--- config.mk ---
export PLATFORM = sky130hd
export DESIGN_NAME = model_config_arbiter
export DESIGN_NICKNAME = d
export VERILOG_FILES = /design/src/rtl/model_config_pkg.sv /design/src/rtl/model_config_arbiter_rr_arbiter.sv /design/src/rtl/model_config_arbiter.sv
export SDC_FILE = /design/constraint.sdc
export NUM_CORES = 1
export LEC_CHECK = 0
export BUFFER_PORTS_ARGS = -buffer_cell sky130_fd_sc_hd__buf_2
export CORE_MARGIN = 2
export CORE_UTILIZATION = 44
export CTS_CLUSTER_DIAMETER = 100
export DETAILED_ROUTE_END_ITERATION = 16
export GPL_TIMING_DRIVEN = 0
export PLACE_DENSITY = 0.76
export SYNTH_ARGS = -nofsm -noshare
export SYNTH_HDL_FRONTEND = slang
export SYNTH_SLANG_ARGS = --single-unit
--- constraint.sdc ---
create_clock -name clk_i -period 1.9 [get_ports clk_i]
set_clock_uncertainty 0.15 [all_clocks]
set_input_delay 0.285 -clock clk_i [delete_from_list [all_inputs] [get_ports clk_i]]
set_output_delay 0.285 -clock clk_i [all_outputs]
set_load 0.05 [all_outputs]
--- src/rtl/model_config_pkg.sv ---
// model_config_pkg
// Shared definitions for the model_config write-port arbiter:
//   - address map: region in addr[31:8], entry index in addr[7:0]
//   - default table depths for region 0 (model_params) and region 1 (sparsity)
//   - arbiter FSM state type
//   - addr_is_legal(): range check of one config beat against the table depths
package model_config_pkg;

    localparam int          REGION_SHIFT       = 8;
    localparam logic [23:0] REGION_PARAMS      = 24'd0;
    localparam logic [23:0] REGION_SPARSITY    = 24'd1;
    localparam int          NUM_PARAMS_DEF     = 10;
    localparam int          SPARSITY_DEPTH_DEF = 32;

    typedef enum logic [0:0] {
        IDLE  = 1'b0,
        BURST = 1'b1
    } arb_state_t;

    // A beat is legal only if it targets an existing entry of a known table.
    function automatic logic addr_is_legal(input logic [31:0] addr,
                                           input int          num_params,
                                           input int          sparsity_depth);
        logic [23:0] region_v;
        logic [7:0]  index_v;
        logic        legal_v;
        region_v = addr[31:REGION_SHIFT];
        index_v  = addr[REGION_SHIFT-1:0];
        if (region_v == REGION_PARAMS) begin
            legal_v = (int'(index_v) < num_params);
        end else if (region_v == REGION_SPARSITY) begin
            legal_v = (int'(index_v) < sparsity_depth);
        end else begin
            legal_v = 1'b0;
        end
        return legal_v;
    endfunction

endpackage

--- src/rtl/model_config_arbiter_rr_arbiter.sv ---
// rr_arbiter
// Pointer-based round-robin selection. The pick is combinational: the first
// asserted request at or after the pointer, wrapping around. The pointer is
// registered and moves to one past the finished grant when update is pulsed.
// Ports:
//   clk, rst     clock, synchronous active-high reset (pointer -> requester 0)
//   req          per-requester request vector
//   update       pulse when the current grant completes
//   granted      index of the grant that completes
//   pick         selected requester index
//   pick_valid   at least one request present
module rr_arbiter #(
    parameter int N = 2,
    localparam int IW = (N > 1) ? $clog2(N) : 1
) (
    input  logic          clk,
    input  logic          rst,
    input  logic [N-1:0]  req,
    input  logic          update,
    input  logic [IW-1:0] granted,
    output logic [IW-1:0] pick,
    output logic          pick_valid
);

    logic [IW-1:0] ptr_r;
    logic [IW:0]   cand_s;

    // Scan requesters starting at the pointer; first hit wins.
    always_comb begin
        pick       = '0;
        pick_valid = 1'b0;
        cand_s     = '0;
        for (int off = 0; off < N; off++) begin
            cand_s = {1'b0, ptr_r} + (IW+1)'(off);
            if (cand_s >= (IW+1)'(N)) begin
                cand_s = cand_s - (IW+1)'(N);
            end else begin
                cand_s = cand_s;
            end
            if (!pick_valid && req[cand_s[IW-1:0]]) begin
                pick       = cand_s[IW-1:0];
                pick_valid = 1'b1;
            end else begin
                pick_valid = pick_valid;
            end
        end
    end

    // Pointer moves past the requester that just finished its burst.
    always_ff @(posedge clk) begin
        if (rst) begin
            ptr_r <= '0;
        end else if (update) begin
            if (granted == IW'(N-1)) begin
                ptr_r <= '0;
            end else begin
                ptr_r <= granted + IW'(1);
            end
        end
    end

endmodule

--- src/rtl/model_config_arbiter.sv ---
// model_config_arbiter
// Shares the single model_config_mem write port between NUM_REQ requesters.
// Round-robin grant, locked for a whole burst (until an accepted last beat),
// one idle cycle between bursts. Legal beats are forwarded as registered
// one-cycle config_valid_o pulses; illegal beats are accepted and dropped with
// a sticky error. Per-table "written" masks report when each table is loaded.
// Ports:
//   clk_i, rst_i           clock, synchronous active-high reset
//   req_valid_i/ready_o    per-requester beat handshake
//   req_addr_i/data_i      packed beats, requester k in [32k+31:32k]
//   req_last_i             final beat of a burst
//   clear_i                clears loaded masks and error state
//   config_valid_o/addr_o/data_o  write strobe towards model_config_mem
//   params_loaded_o        every model_params entry written
//   sparsity_loaded_o      every sparsity entry written
//   addr_err_o/err_addr_o  sticky drop flag and first dropped address
//   busy_o                 a burst is granted
module model_config_arbiter
    import model_config_pkg::*;
#(
    parameter int NUM_REQ        = 2,
    parameter int NUM_PARAMS     = NUM_PARAMS_DEF,
    parameter int SPARSITY_DEPTH = SPARSITY_DEPTH_DEF
) (
    input  logic                  clk_i,
    input  logic                  rst_i,
    input  logic [NUM_REQ-1:0]    req_valid_i,
    output logic [NUM_REQ-1:0]    req_ready_o,
    input  logic [32*NUM_REQ-1:0] req_addr_i,
    input  logic [32*NUM_REQ-1:0] req_data_i,
    input  logic [NUM_REQ-1:0]    req_last_i,
    input  logic                  clear_i,
    output logic                  config_valid_o,
    output logic [31:0]           config_addr_o,
    output logic [31:0]           config_data_o,
    output logic                  params_loaded_o,
    output logic                  sparsity_loaded_o,
    output logic                  addr_err_o,
    output logic [31:0]           err_addr_o,
    output logic                  busy_o
);

    localparam int GW = $clog2(NUM_REQ);

    arb_state_t          state_r, state_next_s;
    logic [GW-1:0]       grant_r, grant_next_s;
    logic [NUM_REQ-1:0]  ready_r, ready_next_s;
    logic                busy_r, busy_next_s;
    logic [GW-1:0]       pick_idx_s;
    logic                pick_valid_s;
    logic                rr_update_s;
    logic                accept_s;
    logic                beat_valid_s, beat_last_s, beat_legal_s;
    logic [31:0]         beat_addr_s, beat_data_s;
    logic                cfg_valid_r;
    logic [31:0]         cfg_addr_r, cfg_data_r;
    logic [NUM_PARAMS-1:0]     param_mask_r;
    logic [SPARSITY_DEPTH-1:0] sparsity_mask_r;
    logic                params_loaded_r, sparsity_loaded_r;
    logic                addr_err_r;
    logic [31:0]         err_addr_r;

    rr_arbiter #(.N(NUM_REQ)) u_rr (
        .clk        (clk_i),
        .rst        (rst_i),
        .req        (req_valid_i),
        .update     (rr_update_s),
        .granted    (grant_r),
        .pick       (pick_idx_s),
        .pick_valid (pick_valid_s)
    );

    // Select the granted requester's beat and range-check it.
    always_comb begin
        beat_valid_s = 1'b0;
        beat_last_s  = 1'b0;
        beat_addr_s  = 32'd0;
        beat_data_s  = 32'd0;
        for (int k = 0; k < NUM_REQ; k++) begin
            if (GW'(k) == grant_r) begin
                beat_valid_s = req_valid_i[k];
                beat_last_s  = req_last_i[k];
                beat_addr_s  = req_addr_i[32*k +: 32];
                beat_data_s  = req_data_i[32*k +: 32];
            end else begin
                beat_valid_s = beat_valid_s;
            end
        end
        beat_legal_s = addr_is_legal(beat_addr_s, NUM_PARAMS, SPARSITY_DEPTH);
    end

    // Burst FSM: grant in IDLE, hold grant until an accepted last beat.
    always_comb begin
        state_next_s = state_r;
        grant_next_s = grant_r;
        ready_next_s = ready_r;
        busy_next_s  = busy_r;
        rr_update_s  = 1'b0;
        accept_s     = 1'b0;
        case (state_r)
            IDLE: begin
                if (pick_valid_s) begin
                    state_next_s = BURST;
                    grant_next_s = pick_idx_s;
                    ready_next_s = NUM_REQ'(1'b1) << pick_idx_s;
                    busy_next_s  = 1'b1;
                end else begin
                    ready_next_s = '0;
                    busy_next_s  = 1'b0;
                end
            end
            BURST: begin
                accept_s = beat_valid_s & ready_r[grant_r];
                if (accept_s && beat_last_s) begin
                    state_next_s = IDLE;
                    ready_next_s = '0;
                    busy_next_s  = 1'b0;
                    rr_update_s  = 1'b1;
                end else begin
                    state_next_s = BURST;
                end
            end
            default: begin
                state_next_s = IDLE;
                ready_next_s = '0;
                busy_next_s  = 1'b0;
            end
        endcase
    end

    // FSM state, grant and handshake outputs.
    always_ff @(posedge clk_i) begin
        if (rst_i) begin
            state_r <= IDLE;
            grant_r <= '0;
            ready_r <= '0;
            busy_r  <= 1'b0;
        end else begin
            state_r <= state_next_s;
            grant_r <= grant_next_s;
            ready_r <= ready_next_s;
            busy_r  <= busy_next_s;
        end
    end

    // Forward legal beats one cycle after acceptance; addr/data hold otherwise.
    always_ff @(posedge clk_i) begin
        if (rst_i) begin
            cfg_valid_r <= 1'b0;
            cfg_addr_r  <= 32'd0;
            cfg_data_r  <= 32'd0;
        end else begin
            cfg_valid_r <= accept_s & beat_legal_s;
            if (accept_s && beat_legal_s) begin
                cfg_addr_r <= beat_addr_s;
                cfg_data_r <= beat_data_s;
            end
        end
    end

    // Sticky drop flag; only the first dropped address is kept.
    always_ff @(posedge clk_i) begin
        if (rst_i || clear_i) begin
            addr_err_r <= 1'b0;
            err_addr_r <= 32'd0;
        end else if (accept_s && !beat_legal_s) begin
            addr_err_r <= 1'b1;
            if (!addr_err_r) begin
                err_addr_r <= beat_addr_s;
            end
        end
    end

    // Written masks, set from the outgoing strobe; clear beats a same-cycle set.
    always_ff @(posedge clk_i) begin
        if (rst_i || clear_i) begin
            param_mask_r    <= '0;
            sparsity_mask_r <= '0;
        end else if (cfg_valid_r) begin
            for (int i = 0; i < NUM_PARAMS; i++) begin
                if (cfg_addr_r[31:REGION_SHIFT] == REGION_PARAMS &&
                    int'(cfg_addr_r[REGION_SHIFT-1:0]) == i) begin
                    param_mask_r[i] <= 1'b1;
                end
            end
            for (int i = 0; i < SPARSITY_DEPTH; i++) begin
                if (cfg_addr_r[31:REGION_SHIFT] == REGION_SPARSITY &&
                    int'(cfg_addr_r[REGION_SHIFT-1:0]) == i) begin
                    sparsity_mask_r[i] <= 1'b1;
                end
            end
        end
    end

    // Loaded flags trail the masks by one cycle.
    always_ff @(posedge clk_i) begin
        if (rst_i) begin
            params_loaded_r   <= 1'b0;
            sparsity_loaded_r <= 1'b0;
        end else begin
            params_loaded_r   <= &param_mask_r;
            sparsity_loaded_r <= &sparsity_mask_r;
        end
    end

    assign req_ready_o       = ready_r;
    assign busy_o            = busy_r;
    assign config_valid_o    = cfg_valid_r;
    assign config_addr_o     = cfg_addr_r;
    assign config_data_o     = cfg_data_r;
    assign params_loaded_o   = params_loaded_r;
    assign sparsity_loaded_o = sparsity_loaded_r;
    assign addr_err_o        = addr_err_r;
    assign err_addr_o        = err_addr_r;

endmodule

# Word level (Yosys, flattened, before mapping)
# Cells that the tools add are included.
# totals
reg_bits	148
input_bits	135
# op_classes
addsub	4
n_lt_le_gt_ge	7
eq_ne	34
n_shift	1
n_mux	30
bitwise	4
n_reduce_logical	98
# op_table
op	count
== test 8 x 6 -> 1 bit (second input constant)	16
AND reduction 2 bit	44
== test 8 x 5 -> 1 bit (second input constant)	8
2-to-1 mux 32 bit	2
== test 24 x 1 -> 1 bit (second input constant)	2
logical NOT 24 bit	2
logical AND 1 bit	46
== test 8 x 4 -> 1 bit (second input constant)	4
AND reduction 32 bit	1
2-to-1 mux 1 bit	23
== test 8 x 3 -> 1 bit (second input constant)	2
AND reduction 10 bit	1
== test 8 x 2 -> 1 bit (second input constant)	1
logical NOT 8 bit	1
< comparator 8 x 4 -> 1 bit (second input constant)	1
< comparator 8 x 6 -> 1 bit (second input constant)	1
< comparator 1 x 2 -> 1 bit (second input constant)	3
2-to-1 mux 2 bit	2
case mux 1 bit (2 select lines)	2
case mux 2 bit (2 select lines)	1
adder 1 x 1 -> 2 bit (second input constant)	1
bitwise AND 1 bit	2
greater-or-equal comparator 1 x 2 -> 1 bit (second input constant)	1
greater-or-equal comparator 2 bit (second input constant)	1
other kinds (7)	10

# Longest topological paths before layout
# depth
word_depth	11
depth_mapped	8

# Cells and area by module
# A second synthesis with hierarchy kept.
# hier_totals
cells_unflattened	669
hier_area_um2	6297.3
# modules_own_cells
module	n_inst	cells_per_inst	area_each_um2
model_config_arbiter	1	663	6243.5
rr_arbiter	1	6	53.8

# Worst setup path after synthesis
# OpenSTA, ideal clock, no wires.
# synth_path
kind	register to register
from	register cfg_valid_r (netlist: config_valid_o)
to	register sparsity_mask_r[13]
setup_ps	65
arrival_time_ps	1855
slack_ps	-170
stages_incl_launch_ff	7
path_buffers	1
path_cell_list	dfxtp_1 > nor4b_1 > nand4_1 > buf_2 > nor4_1 > a31oi_1 > nor2_1
# synth_via
elab_chain_len	1
# synth_rtl
item	line_no	text
start: declaration	model_config_arbiter.sv:55	logic cfg_valid_r;
start signal: assignment	model_config_arbiter.sv:153	cfg_valid_r <= accept_s & beat_legal_s;
AND reduction 2 bit (no line)	-	
end signal: assignment	model_config_arbiter.sv:178	sparsity_mask_r <= '0;
end signal: indexed assignment	model_config_arbiter.sv:189	sparsity_mask_r[i] <= 1'b1;
end: declaration	model_config_arbiter.sv:58	logic [SPARSITY_DEPTH-1:0] sparsity_mask_r;
# No other way between the ends.
# A chain may end at the register's enable or synchronous reset.

# Worst setup path after layout
# layout_path
from	register grant_r
to	register err_addr_r[27] (netlist: err_addr_o[27])
# layout_via
elab_chain_len	7
elab_cells_between_ends	15
classes_between	order compare (2); eq/ne (1); mux (7); bitwise (1); reduce/logical (4)
# layout_rtl
item	line_no	text
start: declaration	model_config_arbiter.sv:46	logic [GW-1:0] grant_r, grant_next_s;
start signal: assignment	model_config_arbiter.sv:140	grant_r <= grant_next_s;
2-to-1 mux 32 bit	model_config_arbiter.sv:80	if (GW'(k) == grant_r) begin
< comparator 8 x 6 -> 1 bit or == test 24 x 1 -> 1 bit (tied branches)	model_config_pkg.sv:32, model_config_pkg.sv:31	
2-to-1 mux 1 bit	model_config_pkg.sv:31	end else if (region_v == REGION_SPARSITY) begin
2-to-1 mux 1 bit	model_config_pkg.sv:29	if (region_v == REGION_PARAMS) begin
logical NOT 1 bit	model_config_arbiter.sv:166	end else if (accept_s && !beat_legal_s) begin
logical AND 1 bit	model_config_arbiter.sv:166	
AND reduction 2 bit (no line)	-	
end signal: assignment	model_config_arbiter.sv:169	err_addr_r <= beat_addr_s;
end: declaration	model_config_arbiter.sv:61	logic [31:0] err_addr_r;
# Parallel ways exist; a longest one is shown, timed or not. The select of a mux whose other input is x is not followed.

==> results.yml <==
grt:
  grt_usage_pct: 27.3
  grt_pass1_wl_um: 31500
  grt_max_degree: 17
  grt_pass1_vias: 5941
  antenna_found_initial: 6
  overflow: 0
worst_setup_path:
  worstPathRequired_ns: 2.10
  critPathLaunchType: "register"
  r2r-start: "grant_r"
  reg2reg_depth: 8
  critPathCaptureType: "register"
  crit_arrival_ns: 2.35
  worst-path-max-fanout: 9
  crit_type: "reg2reg"
  crit_start: "grant_r"
pwr:
  power_density_mw_per_mm2: 753
  p_leak_nw: 3.93
  ir_worst_vdd_v: 0.000688
detailed_routing:
  wl_um: 21600
  drt_iter0_markers: 365
  vias_per_cell: 5.61
  num_vias: 6452
  ant_nets: 0
  dr.pass1.iters: 5
  drc_errors: 0
  wire_per_inst_um: 18.7
sta:
  worst_pin_slew_ns: 0.766
  finalSetupViolCount: 127
  rsz0062_at_grt: "true"
  setup_tns_ns: -19.43
  setup_slack_ns: -0.253
  max_slew_margin_pct: 48.7
  hold_slack_ns: 0.0285
  period_minus_slack_ns: 2.15
  drv_slew: 0
  max_freq_ghz: 0.464
  period_share_pct: 113
  report.final.hold_viol_count: 0
yosys:
  synth-xor-area-share_pct: 0
  synth_common_cells: "148 x dfxtp_1, 66 x mux2i_1, 53 x nor2_1"
  async_flop_share_pct: 0
  yosysMostFrequentCell: "dfxtp_1"
  synth_simple_gate_area_share_pct: 19.0
  synth_top_family_by_area: "simple AND/OR/NAND/NOR gates"
  ys_types: 40
  synth.yosys.seq_area_share_pct: 47.4
  synth_top_area_share_pct: 47.4
  synth-seq-cells: 148
  synth_area_mm2: 0.00625
  muxShareOfSynthArea_pct: 11.9
  synth-compound-area-share_pct: 16.9
  yosysWarnings: 0
  ys.flop_type: "dfxtp_1"
  synth.avg_cell_area_um2: 9.30
  syn-num-nets: 807
  synth_edf_count: 0
  synthAdderAreaFrac_pct: 0
  synth_top_area_cell: "dfxtp_1"
  ys_top_cells_by_area: "dfxtp_1 47%, mux2i_1 11%, a31oi_1 4.5%"
  syn_inst: 672
outcome:
  status: "complete, but fails checks"
  violations: "setup timing"
placed_design:
  port_buffers: 237
  place.gp.congestion: 0.964
  dp.cells: 1089
  dpl_cell_area_mm2: 0.00768
  dpl.hpwl_um: 15200
finish:
  fin_util_pct: 66.2
  fillCellCount: 1143
  fin_area_mm2: 0.00919
  finalNetCount: 1088
  multiInputGateArea_mm2: 0.00350
  areaGrowthSynthToFinish_pct: 47.1
  stdcell_count: 1151
  seqCellArea_mm2: 0.00298
  drive_gt1_share_pct: 43.4
clock_tree:
  cts.htree.levels: 4
  cts_tree: "built"
  clkTransAtPathRegs_ns: 0.06
  insertion_delay_ns: 0.42
  cts.sinks: 148
  numCtsBuffers: 17
  clockBufferDepth: 2
  clockRootBuffer: "clkbuf_16"
  cts-hold-fix-buffers: 0
floorplanning:
  die_x_um: 123
  initial_core_util_pct: 45.0
  rows: 43
  core_mm2: 0.0139
  pin_count: 238
  die-area_mm2: 0.0152
  fp.dieH_um: 123
job:
  drv_cap: 0
worst_hold_path:
  holdPathStages: 3
  min_from: "req_addr_i[5]"
  min_path_type: "in2reg"
kinds of logic (layout without fill, tap and decap cells):
group           Yosys count  after routing
simple gates            228            228
compound gates          162            162
other cells               0              5
buf+inv                  62            356
flops                   148            148
mux                      72             72
routing by layer:
metal  global-route usage, %  vias up  wire, um
li1                        -     3024         -
met1                    33.6     3053      8640
met2                    44.6      318     10500
met3                    7.33       55      1680
met4                    12.3        2       682
met5                       0        -        12
cell usage in the layout (no fill, tap or decap), drive strengths merged:
master and instances:
buf 281, nor2b 5, or2 3, a21boi 1
inv 8, nand3 3, and2 27, o21ai 4
nor4 30, nor3 11, and3b 1, nand2 46
mux2 4, a211oi 35, o211ai 28, clkinv 5
or4 2, a22oi 1, nand4b 2, diode 5
a21oi 43, nand4 12, nand2b 30, nor2 53
bufinv 1, a22o 1, a2bb2oi 1, o21a 3
clkbuf 60, clkinvlp 1, or3 1, mux2i 68
and3 1, dfxtp 148, a31oi 45, nor4b 1
final timing paths:
check,to,slack [ns]
max,err_addr_o[27],-0.25
min,err_addr_o[5],0.03
min reg2reg,params_loaded_o,0.31
max reg2reg,err_addr_o[27],-0.25
critical path: stages, from the launching register on:
cell and delay (ns):
dfxtp_2 0.33, buf_2 0.17, and3b_2 0.27, o21ai_4 0.36, nor2_1 0.15, o21ai_4 0.12, buf_6 0.18, clkbuf_16 0.16
mux2i_1 0.19
cell type report:
cell class              count  share of cell area [%]
plain buffers              54                    4.18
inverters                   7                   0.286
flip-flops and latches    148                    32.4
diodes                      5                   0.136
repair buffers            263                    16.4
clock buffers              24                    5.24
well taps                 180                    2.45
multi-input cells         462                    38.1
clock inverters             8                   0.817
registers in the layout, summed over array words and instances, names as in the netlist:
name	count
param_mask_r	10
err_addr_o	32
config_data_o	32
u_rr.ptr_r	1
state_r	1
config_addr_o	32
grant_r	1
params_loaded_o	1
sparsity_mask_r	32
config_valid_o	1
sparsity_loaded_o	1
req_ready_o	2
busy_o	1
addr_err_o	1
through the flow:
step                      setup WS [ns]  power, mW
after floorplan                 -0.0972       3.50
after global placement           -0.526       3.76
after detailed placement         -0.514       3.76
after CTS                        -0.173       6.91
after global routing             -0.329       7.13
final                            -0.253       6.92
power breakdown:
group / switching (mW) / leakage, nW / internal (mW) / total (mW)
Sequential: 0.0133 / 1.20 / 3.12 / 3.13
Clock: 1.26 / 0.274 / 1.90 / 3.16
Combinational: 0.356 / 2.45 / 0.271 / 0.628
Total: 1.63 / 3.93 / 5.29 / 6.92
repair_timing:
item,4_1_cts,5_1_grt
resized for setup,74,92
gates cloned,6,3
setup buffers,12,6
pin swaps,42,56
setup endpoints to repair,138,142
Note: power is estimated with default switching activity, not from simulation.
